**config.mk**
```make
export PLATFORM = sky130hd
export DESIGN_NAME = counter_seq_arbiter
export DESIGN_NICKNAME = d
export VERILOG_FILES = /design/src/rtl/counter_seq_arbiter.sv
export SDC_FILE = /design/constraint.sdc
export NUM_CORES = 1
export LEC_CHECK = 0
export ABC_AREA = 0
export CAP_MARGIN = 0
export CORE_MARGIN = 2
export CORE_UTILIZATION = 27
export CTS_CLUSTER_DIAMETER = 100
export DETAILED_ROUTE_END_ITERATION = 8
export PLACE_DENSITY = 0.54
export SLEW_MARGIN = 25
export SYNTH_ARGS = -nofsm -noshare
export SYNTH_HDL_FRONTEND = slang
export SYNTH_SLANG_ARGS = --single-unit
```
**constraint.sdc**
```tcl
create_clock -name clk -period 2.15 [get_ports clk]
set_clock_uncertainty 0.15 [all_clocks]
set_input_delay 0.645 -clock clk [delete_from_list [all_inputs] [get_ports clk]]
set_output_delay 0.645 -clock clk [all_outputs]
set_load 0.005 [all_outputs]
```
**src/rtl/counter_seq_arbiter.sv**
```systemverilog
// Two-requester arbiter that turns step commands into up/down pulses for a shared mod-4 counter.
// Round-robin on ties, with an optional idle gap between pulses; pos shadows the counter value.
module counter_seq_arbiter #(
  parameter int STEP_GAP = 1
) (
  input  logic       clk,
  input  logic       rst,
  input  logic       a_valid,
  input  logic       a_dir,
  input  logic [3:0] a_steps,
  output logic       a_ready,
  input  logic       b_valid,
  input  logic       b_dir,
  input  logic [3:0] b_steps,
  output logic       b_ready,
  output logic       up,
  output logic       down,
  output logic       busy,
  output logic       done,
  output logic       done_id,
  output logic [1:0] pos
);

  typedef enum logic [1:0] {IDLE, ISSUE, GAP, DONE} state_t;

  localparam logic [3:0] GAP_LAST = (STEP_GAP > 0) ? 4'(STEP_GAP - 1) : 4'd0;

  state_t     state, state_nxt;
  logic       dir_q;
  logic       owner;
  logic       last_b;
  logic [3:0] rem;
  logic [3:0] gap_cnt;
  logic [1:0] pos_q;
  logic       grant_a, grant_b;

  always_ff @(posedge clk) begin
    if (!rst) state <= IDLE;
    else      state <= state_nxt;
  end

  always_comb begin
    state_nxt = state;
    grant_a   = 1'b0;
    grant_b   = 1'b0;
    up        = 1'b0;
    down      = 1'b0;
    done      = 1'b0;
    case (state)
      IDLE: begin
        grant_a = a_valid && (!b_valid || last_b);
        grant_b = b_valid && (!a_valid || !last_b);
        if (grant_a)      state_nxt = (a_steps != 4'd0) ? ISSUE : DONE;
        else if (grant_b) state_nxt = (b_steps != 4'd0) ? ISSUE : DONE;
      end
      ISSUE: begin
        up   = dir_q;
        down = !dir_q;
        if (rem == 4'd1)        state_nxt = DONE;
        else if (STEP_GAP == 0) state_nxt = ISSUE;
        else                    state_nxt = GAP;
      end
      GAP: begin
        if (gap_cnt == GAP_LAST) state_nxt = ISSUE;
      end
      DONE: begin
        done      = 1'b1;
        state_nxt = IDLE;
      end
      default: state_nxt = IDLE;
    endcase
    // Outputs are held quiet for the whole reset cycle, not just after the edge.
    if (!rst) begin
      grant_a   = 1'b0;
      grant_b   = 1'b0;
      up        = 1'b0;
      down      = 1'b0;
      done      = 1'b0;
      state_nxt = IDLE;
    end
  end

  always_ff @(posedge clk) begin
    if (!rst) begin
      pos_q   <= 2'd0;
      rem     <= 4'd0;
      last_b  <= 1'b1;
      dir_q   <= 1'b0;
      owner   <= 1'b0;
      gap_cnt <= 4'd0;
    end else begin
      case (state)
        IDLE: begin
          if (grant_a) begin
            dir_q <= a_dir;
            rem   <= a_steps;
            owner <= 1'b0;
          end else if (grant_b) begin
            dir_q <= b_dir;
            rem   <= b_steps;
            owner <= 1'b1;
          end
        end
        ISSUE: begin
          rem     <= rem - 4'd1;
          pos_q   <= dir_q ? pos_q + 2'd1 : pos_q - 2'd1;
          gap_cnt <= 4'd0;
        end
        GAP:     gap_cnt <= gap_cnt + 4'd1;
        DONE:    last_b  <= owner;
        default: ;
      endcase
    end
  end

  assign a_ready = grant_a;
  assign b_ready = grant_b;
  assign busy    = rst && (state != IDLE);
  assign done_id = owner;
  assign pos     = pos_q;

endmodule

```
# Word level (Yosys, flattened, before mapping)
# Cells that the tools add are included.
[word_totals]
ff_bits = 15
[op_classes]
mux = 26
reduce_logical = 20
eq_ne = 7
add_sub_neg = 4
[ops]
columns = ["cell", "count"]
rows = [
  ["$pmux 4 s2", 2],
  ["$mux 1", 15],
  ["$mux 2", 6],
  ["$mux 4", 2],
  ["$pmux 2 s4", 1],
  ["$reduce_bool 2->1", 4],
  ["$reduce_bool 4->1", 2],
  ["$ne 3x3->1 const B", 2],
  ["$reduce_and 2->1", 3],
  ["$add 4x1->4 const B", 1],
  ["$eq 2x2->1 const B", 2],
  ["$eq 4x1->1 const B", 1],
  ["$logic_not 1->1", 4],
  ["$logic_not 4->1", 1],
  ["$sub 4x1->4 const B", 1],
  ["$logic_and 1x1->1", 3],
  ["$add 2x1->2 const B", 1],
  ["$eq 2x1->1 const B", 1],
  ["$logic_not 2->1", 1],
  ["$logic_or 1x1->1", 2],
  ["$ne 2x2->1 const B", 1],
  ["$sub 2x1->2 const B", 1],
]

# Longest topological paths before layout
# Gate-level depths: netlist (run 1).
[depth]
depth_word = 8
ltp_mapped = 7
mapped_depth_nobuf = 7

# Worst setup path before layout (run 1)
# No wires, ideal clock.
[synth_path]
path_type = "input to output"
from = "input rst"
to = "output up"
t_required_ns = 1.355
arrival_ns = 1.063
cell_stages = 2
path_slack_ns = 0.292
path_cell_list = "clkbuf_1 > and3_1"
[synth_via]
elab_chain_len = 1
[synth_lines]
columns = ["element", "line", "text"]
rows = [
  ["from (decl)", "7", "input logic rst,"],
  ["$mux 1", "73", "if (!rst) begin"],
  ["to (decl)", "16", "output logic up,"],
]
# No other way between the ends.

# Worst setup path after layout (run 1)
[layout_path]
from = "register state[0]"
to = "output a_ready"
[layout_via]
elab_chain_len = 3
[layout_lines]
columns = ["element", "line", "text"]
rows = [
  ["from (decl)", "28", "state_t state, state_nxt;"],
  ["from (signal assigned)", "39", "else state <= state_nxt;"],
  ["$logic_not 2->1", "49", "case (state)"],
  ["$mux 1", "49", ""],
  ["$mux 1", "73", ""],
  ["to (decl)", "11", "output logic a_ready,"],
]
# No other way between the ends.

==> results of run 1 <==
worst paths after layout:
| kind | startpoint | endpoint | slack [ns] | depth (start not counted) |
|---|---|---|---|---|
| max | state[0]$_SDFFE_PN0P_ | a_ready | 0.08 | 6 |
| min | rem[1]$_SDFFE_PN0P_ | rem[1]$_SDFFE_PN0P_ | 0.34 | 2 |
| max reg2reg | state[1]$_SDFFE_PN0P_ | rem[2]$_SDFFE_PN0P_ | 0.19 | 8 |
| min reg2reg | rem[1]$_SDFFE_PN0P_ | rem[1]$_SDFFE_PN0P_ | 0.34 | 2 |
routing by layer:
| layer | wire length, um | part of all wire, % | track usage [%] | up-vias |
|---|---|---|---|---|
| met5 | 0 | 0 | 0 | - |
| met1 | 1280 | 45 | 17.3 | 491 |
| met4 | 38 | 1.3 | 5.99 | 0 |
| met3 | 118 | 4.2 | 2.73 | 4 |
| li1 | - | - | - | 521 |
| met2 | 1410 | 49 | 26.1 | 24 |
metrics by stage:
stage	cells	utilization, %	power [mW]	worst slack, ns
2_1_floorplan	121	-	0.873	0.292
3_3_place_gp	208	39.7	1.18	-0.618
3_5_place_dp	208	39.7	1.20	-0.671
4_1_cts	218	42.5	1.45	0.00393
5_1_grt	218	42.8	1.59	0.00508
6_report	218	42.8	1.47	0.0804
layout make-up:
type / instances / area, um^2
well taps: 48 / 60.1
fillers: 378 / 2090
clock buffers: 4 / 45.0
inverters: 9 / 33.8
multi-input cells: 93 / 723
repair buffers: 49 / 404
flip-flops and latches: 15 / 300
worst min-delay path, delay by kind of cell, from the launching register on:
kind / cells / cell delay, ns
compound gates: 1 / 0.05
flops: 1 / 0.33
simple gates: 1 / 0.06
cells by family after synthesis:
| kind of cell | after synthesis | synth area share (%) |
|---|---|---|
| compound gates | 25 | 18.9 |
| fa+ha+maj | 9 | 10.9 |
| flops | 15 | 29.1 |
| mux | 6 | 6.42 |
| xor+xnor | 3 | 2.54 |
| buf+inv | 13 | 4.96 |
| simple gates | 50 | 27.2 |
flip-flops by register name, indices dropped and copies added, names as in the netlist:
signal and cells:
gap_cnt 4, state 2, done_id 1, pos 2, dir_q 1, last_b 1, rem 4
power groups by stage:
stage               sequential, mW  combinational [mW]  clock, mW
floorplan                    0.419               0.454          0
global placement             0.422               0.758          0
CTS                          0.423               0.790      0.238
finish                       0.426               0.810      0.236
detailed placement           0.428               0.777          0
global route                 0.437               0.908      0.250
placed cells by master (no fill, tap or decap), types with 3 or more instances in the layout:
master / n
a21oi_1: 6
and2_1: 5
buf_2: 4
buf_4: 23
buf_6: 5
clkbuf_2: 3
clkbuf_8: 3
clkdlybuf4s50_1: 13
dfxtp_1: 15
ha_1: 7
inv_1: 6
inv_2: 3
mux2i_1: 4
nand2_1: 13
nand3_1: 5
nor2_1: 6
nor2b_1: 3
what timing repair did:
action | in CTS | in global routing
pin swaps | 3 | 2
buffers inserted | 6 | 0
gates resized for setup | 39 | 10
endpoints found under the setup margin | 8 | 4
==> qor.tcl, run 1 <==
set qor(status) {finished clean}
set qor(timing.final.crit_period_ns) 2.07
set qor(placed_cell_area_um2) 1450
set qor(design_area_um2) 1570
set qor(ys_ff_latch) 15
set qor(final_net_count) 194
set qor(report.final.hold_viol_count) 0
set qor(path_class) {flop to output pin}
set qor(antenna-diode-count) 0
set qor(htree_num_levels) 1
set qor(synthesis.area_um2) 1030
set qor(cts.sink_count) 15
set qor(fin_hold_ws_ns) 0.338
set qor(clock_insertion_delay_worst_skew_ns) 0.25
set qor(crit_path_end_kind) {output pin}
set qor(drt_pre_antenna_iters) 4
set qor(critPathMaxFanout) 3
set qor(worst_endpoint_data_arrival_time_ns) 1.27
set qor(crit_path_start_kind) {flop}
set qor(finalWeightedCongestion) 0.739
set qor(crit_path_top_delay_cell) {dfxtp_1}
set qor(setup_viol) 0
set qor(synth_top_area_cell) {dfxtp_1}
set qor(totalWireLength_um) 2840
set qor(power.internal_mw) 0.907
set qor(synth_largest_type_area_fraction_pct) 29.1
set qor(global_route.usage.total_pct) 14.7
set qor(gr_ovfl_total) 0
set qor(areaGrowthSynthToFinish_pct) 51.6
set qor(period_share_pct) 96.3
set qor(timing.critical_path.slowest_cell_delay_ns) 0.35
set qor(die_height_um) 65.9
set qor(hold_path_class) {flop to flop}
set qor(post_cts_hold_buffer_count) 0
set qor(p_clk_share_pct) 16.1
set qor(crit_path_cell_trace) {inv_2 > buf_4 > ha_1 > nand4_4 > inv_2 > buf_2}
set qor(netlist_top_cells_area) {dfxtp_1 29%, ha_1 11%, nand2_1 5.4%}
set qor(antenna_violations_before_repair) 0
set qor(die_width_um) 65.9
set qor(rows) 22
set qor(switching_power_mw) 0.565
set qor(cts_buffers) 3
set qor(timing.max_cap.violations) 0
set qor(pin_count_of_the_biggest_net_entering_global_routing) 11
set qor(ctsRootBufferMaster) {clkbuf_8}
set qor(clk_path_buf_depth) 2
set qor(synth_async_sr_flop_share_pct) 0
set qor(synth.distinct_cells) 40
set qor(critPathMostFrequentCell) {inv_2}
set qor(maxSlewViolCount) 0
set qor(tritoncts) {built}
set qor(worst_setup_hold_path_clk_slew_ns) 0.07
set qor(sw_frac_of_total_pct) 38.4
set qor(drive_gt1_share_pct) 33.5
set qor(comb_power_share_pct) 55.0
set qor(antenna_violating_nets_post_route) 0
set qor(synthesis.nets) 144
set qor(maximum_vdd_drop_mv) 0.337
set qor(initial_utilization_pct) 28.2
set qor(netlist_instances) 121
set qor(fp.dieArea_um2) 4340
set qor(leakagePower_nw) 0.669
set qor(crit_buf_inv) 4
set qor(number_of_global_route_vias_before_repair) 1099
set qor(syn_avg_cell_area_um2) 8.54
set qor(rsz0062_at_grt) {false}
set qor(synth-edff-count) 0
set qor(critical_path.top_delay_family) {buffers and inverters}
set qor(max-slew-margin-rel_pct) 71.9
set qor(critical_path_required_ns) 1.35
set qor(routed_via_density) 4.77
set qor(drt_drc_violations_left) 0
set qor(yosys-top-cells-count) {15 x dfxtp_1, 15 x nand2_1, 9 x ha_1, 9 x inv_1, 7 x a21oi_1}
set qor(hpwlAfterDp_um) 2110
set qor(core-area_um2) 3660
set qor(pin_count) 23
set qor(total_power_per_unit_cell_area_nw_per_um2) 940
set qor(setup_total_negative_slack_ns) 0
set qor(clock.fmax_mhz) 483
set qor(avgRoutedWirePerCell_um) 13.0
set qor(grt_pass1_wl_um) 4890
set qor(port_buffers) 22
set qor(yosys_most_used_dff) {dfxtp_1}
set qor(part_of_the_yosys_area_used_for_sequential_elements_pct) 29.1
set qor(detailroute.via_count) 1040
set qor(drt_iter0_drc) 26
set qor(worst-slew-pin-transition_ns) 0.416
set qor(ys_warn_count) 0
set qor(power.share.sequential_pct) 28.9
(Power assumes the default switching activity.)
==> inputs of run 2 (changes only) <==
- SKIP_CTS_REPAIR_TIMING: unset -> 1
==> qor.tcl, run 2 (synthesis gave the netlist of run 1 again) <==
set qor(antenna_violations_before_repair) 0 ;# unchanged
set qor(met1_length_um) 1260 ;# -1.2%
set qor(global_route.usage.total_pct) 13.8 ;# -0.93 points
set qor(path_class) {flop to output pin}
set qor(final_net_count) 191 ;# -1.5%
set qor(timing.critical_path.slowest_cell_delay_ns) 0.32 ;# -0.03 ns
set qor(grt_pass1_wl_um) 4620 ;# -5.5%
set qor(reg_top3) {gap_cnt (4), rem (4)}
set qor(gr_ovfl_total) 0 ;# unchanged
set qor(worst-slew-pin-transition_ns) 0.429 ;# +0.0129 ns
set qor(drt_iter0_drc) 14 ;# -46%
set qor(timing.max_cap.violations) 0 ;# unchanged
set qor(maxSlewViolCount) 0 ;# unchanged
set qor(cts_buffers) 3 ;# unchanged
set qor(detailroute.wirelength.met3_um) 123 ;# +4.2%
set qor(totalWireLength_um) 2830 ;# -0.42%
set qor(max-slew-margin-rel_pct) 71.0 ;# -0.87 points
set qor(total_power_per_unit_cell_area_nw_per_um2) 934 ;# -0.62%
set qor(core-area_um2) 3660 ;# unchanged
set qor(critPathMaxFanout) 3 ;# unchanged
set qor(port_buffers) 22 ;# unchanged
set qor(htree_num_levels) 1 ;# unchanged
set qor(routed_via_density) 4.81 ;# +0.81%
set qor(crit_buf_inv) 2 ;# -2
set qor(switching_power_mw) 0.547 ;# -3.2%
set qor(comb_power_share_pct) 54.6 ;# -0.4 points
set qor(crit_path_start_kind) {flop}
set qor(drt_drc_violations_left) 0 ;# unchanged
set qor(rows) 22 ;# unchanged
set qor(power.share.sequential_pct) 29.4 ;# +0.5 points
set qor(finalWeightedCongestion) 0.739 ;# unchanged
set qor(critical_path.top_delay_family) {flip-flops}
set qor(die_width_um) 65.9 ;# unchanged
set qor(maximum_vdd_drop_mv) 0.335 ;# -0.75%
set qor(antenna-diode-count) 0 ;# unchanged
set qor(layout.cells.most_common) {buf_4}
set qor(pin_count) 23 ;# unchanged
set qor(areaGrowthSynthToFinish_pct) 50.1
set qor(drt_pre_antenna_iters) 4 ;# unchanged
set qor(setup_total_negative_slack_ns) 0 ;# unchanged
set qor(mostFrequentLayoutCells) {21 x buf_4, 14 x nand2_1, 14 x dfxtp_1}
set qor(highest_layer) {met4}
set qor(hpwlAfterDp_um) 2110 ;# unchanged
set qor(ctsRootBufferMaster) {clkbuf_8}
set qor(tritoncts) {built}
set qor(wl_met2_um) 1400 ;# -0.14%
set qor(die_height_um) 65.9 ;# unchanged
set qor(number_of_global_route_vias_before_repair) 1060 ;# -3.5%
set qor(report.final.hold_viol_count) 0 ;# unchanged
set qor(fp.dieArea_um2) 4340 ;# unchanged
set qor(crit_path_end_kind) {output pin}
set qor(crit_path_cell_trace) {inv_2 > ha_2 > nand2_2 > a21oi_2 > and2_1 > dlymetal6s2s_1}
set qor(worst_endpoint_data_arrival_time_ns) 1.31 ;# +0.04 ns
set qor(clk_path_buf_depth) 2 ;# unchanged
set qor(drive_gt1_share_pct) 28.1 ;# -5.4 points
set qor(hold_path_class) {flop to flop}
set qor(cts.sink_count) 15 ;# unchanged
set qor(sw_frac_of_total_pct) 37.8 ;# -0.63 points
set qor(crit_path_top_delay_cell) {dfxtp_1}
set qor(period_share_pct) 97.7 ;# +1.4 points
set qor(antenna_violating_nets_post_route) 0 ;# unchanged
set qor(power.internal_mw) 0.902 ;# -0.57%
set qor(avgRoutedWirePerCell_um) 13.2 ;# +0.97%
set qor(setup_viol) 0 ;# unchanged
set qor(leakagePower_nw) 0.741 ;# +11%
set qor(detailroute.via_count) 1034 ;# -0.58%
set qor(worst_setup_hold_path_clk_slew_ns) 0.06 ;# about the same
set qor(critical_path_required_ns) 1.35 ;# about the same
set qor(status) {finished clean}
set qor(initial_utilization_pct) 28.2 ;# unchanged
set qor(p_clk_share_pct) 16.1 ;# about the same
set qor(timing.final.crit_period_ns) 2.10 ;# +0.0308 ns
set qor(p_total_mw) 1.45 ;# -1.6%
set qor(clock_insertion_delay_worst_skew_ns) 0.25 ;# about the same
set qor(clock.fmax_mhz) 476 ;# -1.5%
set qor(pin_count_of_the_biggest_net_entering_global_routing) 11 ;# unchanged
## run 2: changes by cell type in the layout (fill, tap and decap cells not counted), sizes merged
| cell | delta |
|---|---|
| buf | -8 |
| clkdlybuf4s15 | -1 |
| dlymetal6s2s | +7 |
| clkbuf | -1 |
## run 2: final timing paths
path | start | endpoint | slack (ns) | cells after the start
worst min-delay path | rem[1]$_SDFFE_PN0P_ | rem[1]$_SDFFE_PN0P_ | 0.34 | 2
worst min register to register | rem[1]$_SDFFE_PN0P_ | rem[1]$_SDFFE_PN0P_ | 0.34 | 2
worst max-delay path | state[0]$_SDFFE_PN0P_ | b_ready | 0.05 | 6
worst max register to register | state[0]$_SDFFE_PN0P_ | rem[2]$_SDFFE_PN0P_ | 0.26 | 8
## run 2: through the flow
step	hold WS [ns]	worst slack, ns	instances	utilization, %	cell area, um^2
2_1_floorplan	0.304	0.292	121	-	1030
4_1_cts	0.338	-0.679	212	40.9	1500
3_3_place_gp	0.321	-0.618	208	39.7	1450
5_1_grt	0.396	-0.0127	215	42.4	1550
6_report	0.339	0.0495	215	42.4	1550
3_5_place_dp	0.328	-0.671	208	39.7	1450
## run 2: worst reg2reg max path, delay by kind of cell (launching register included)
kind,cells,cell delay (ns)
DFF,1,0.32
and+or+nand+nor,1,0.12
buffers and inverters,3,0.37
AOI/OAI and AO/OA,3,0.61
adders and majority gates,1,0.21
## run 2: area by class of cell
class / count / area [um^2]
Clock buffer: 4 / 45.0
Fill cell: 385 / 2110
Inverter: 9 / 33.8
Multi-Input combinational cell: 93 / 698
Sequential cell: 15 / 302
Tap cell: 48 / 60.1
Timing Repair Buffer: 46 / 413
## run 2: routing by layer
metal	global-route usage, %	vias up
met2	23.9	27
li1	-	515
met5	0	-
met3	2.56	4
met4	5.47	0
met1	16.8	488
## run 2: power groups by stage
stage	Combinational, mW	Clock [mW]	Sequential [mW]
after CTS	0.783	0.238	0.422
after global routing	0.896	0.248	0.437
after global placement	0.758	0	0.422
after detailed placement	0.777	0	0.428
after floorplan	0.454	0	0.419
final	0.791	0.233	0.425
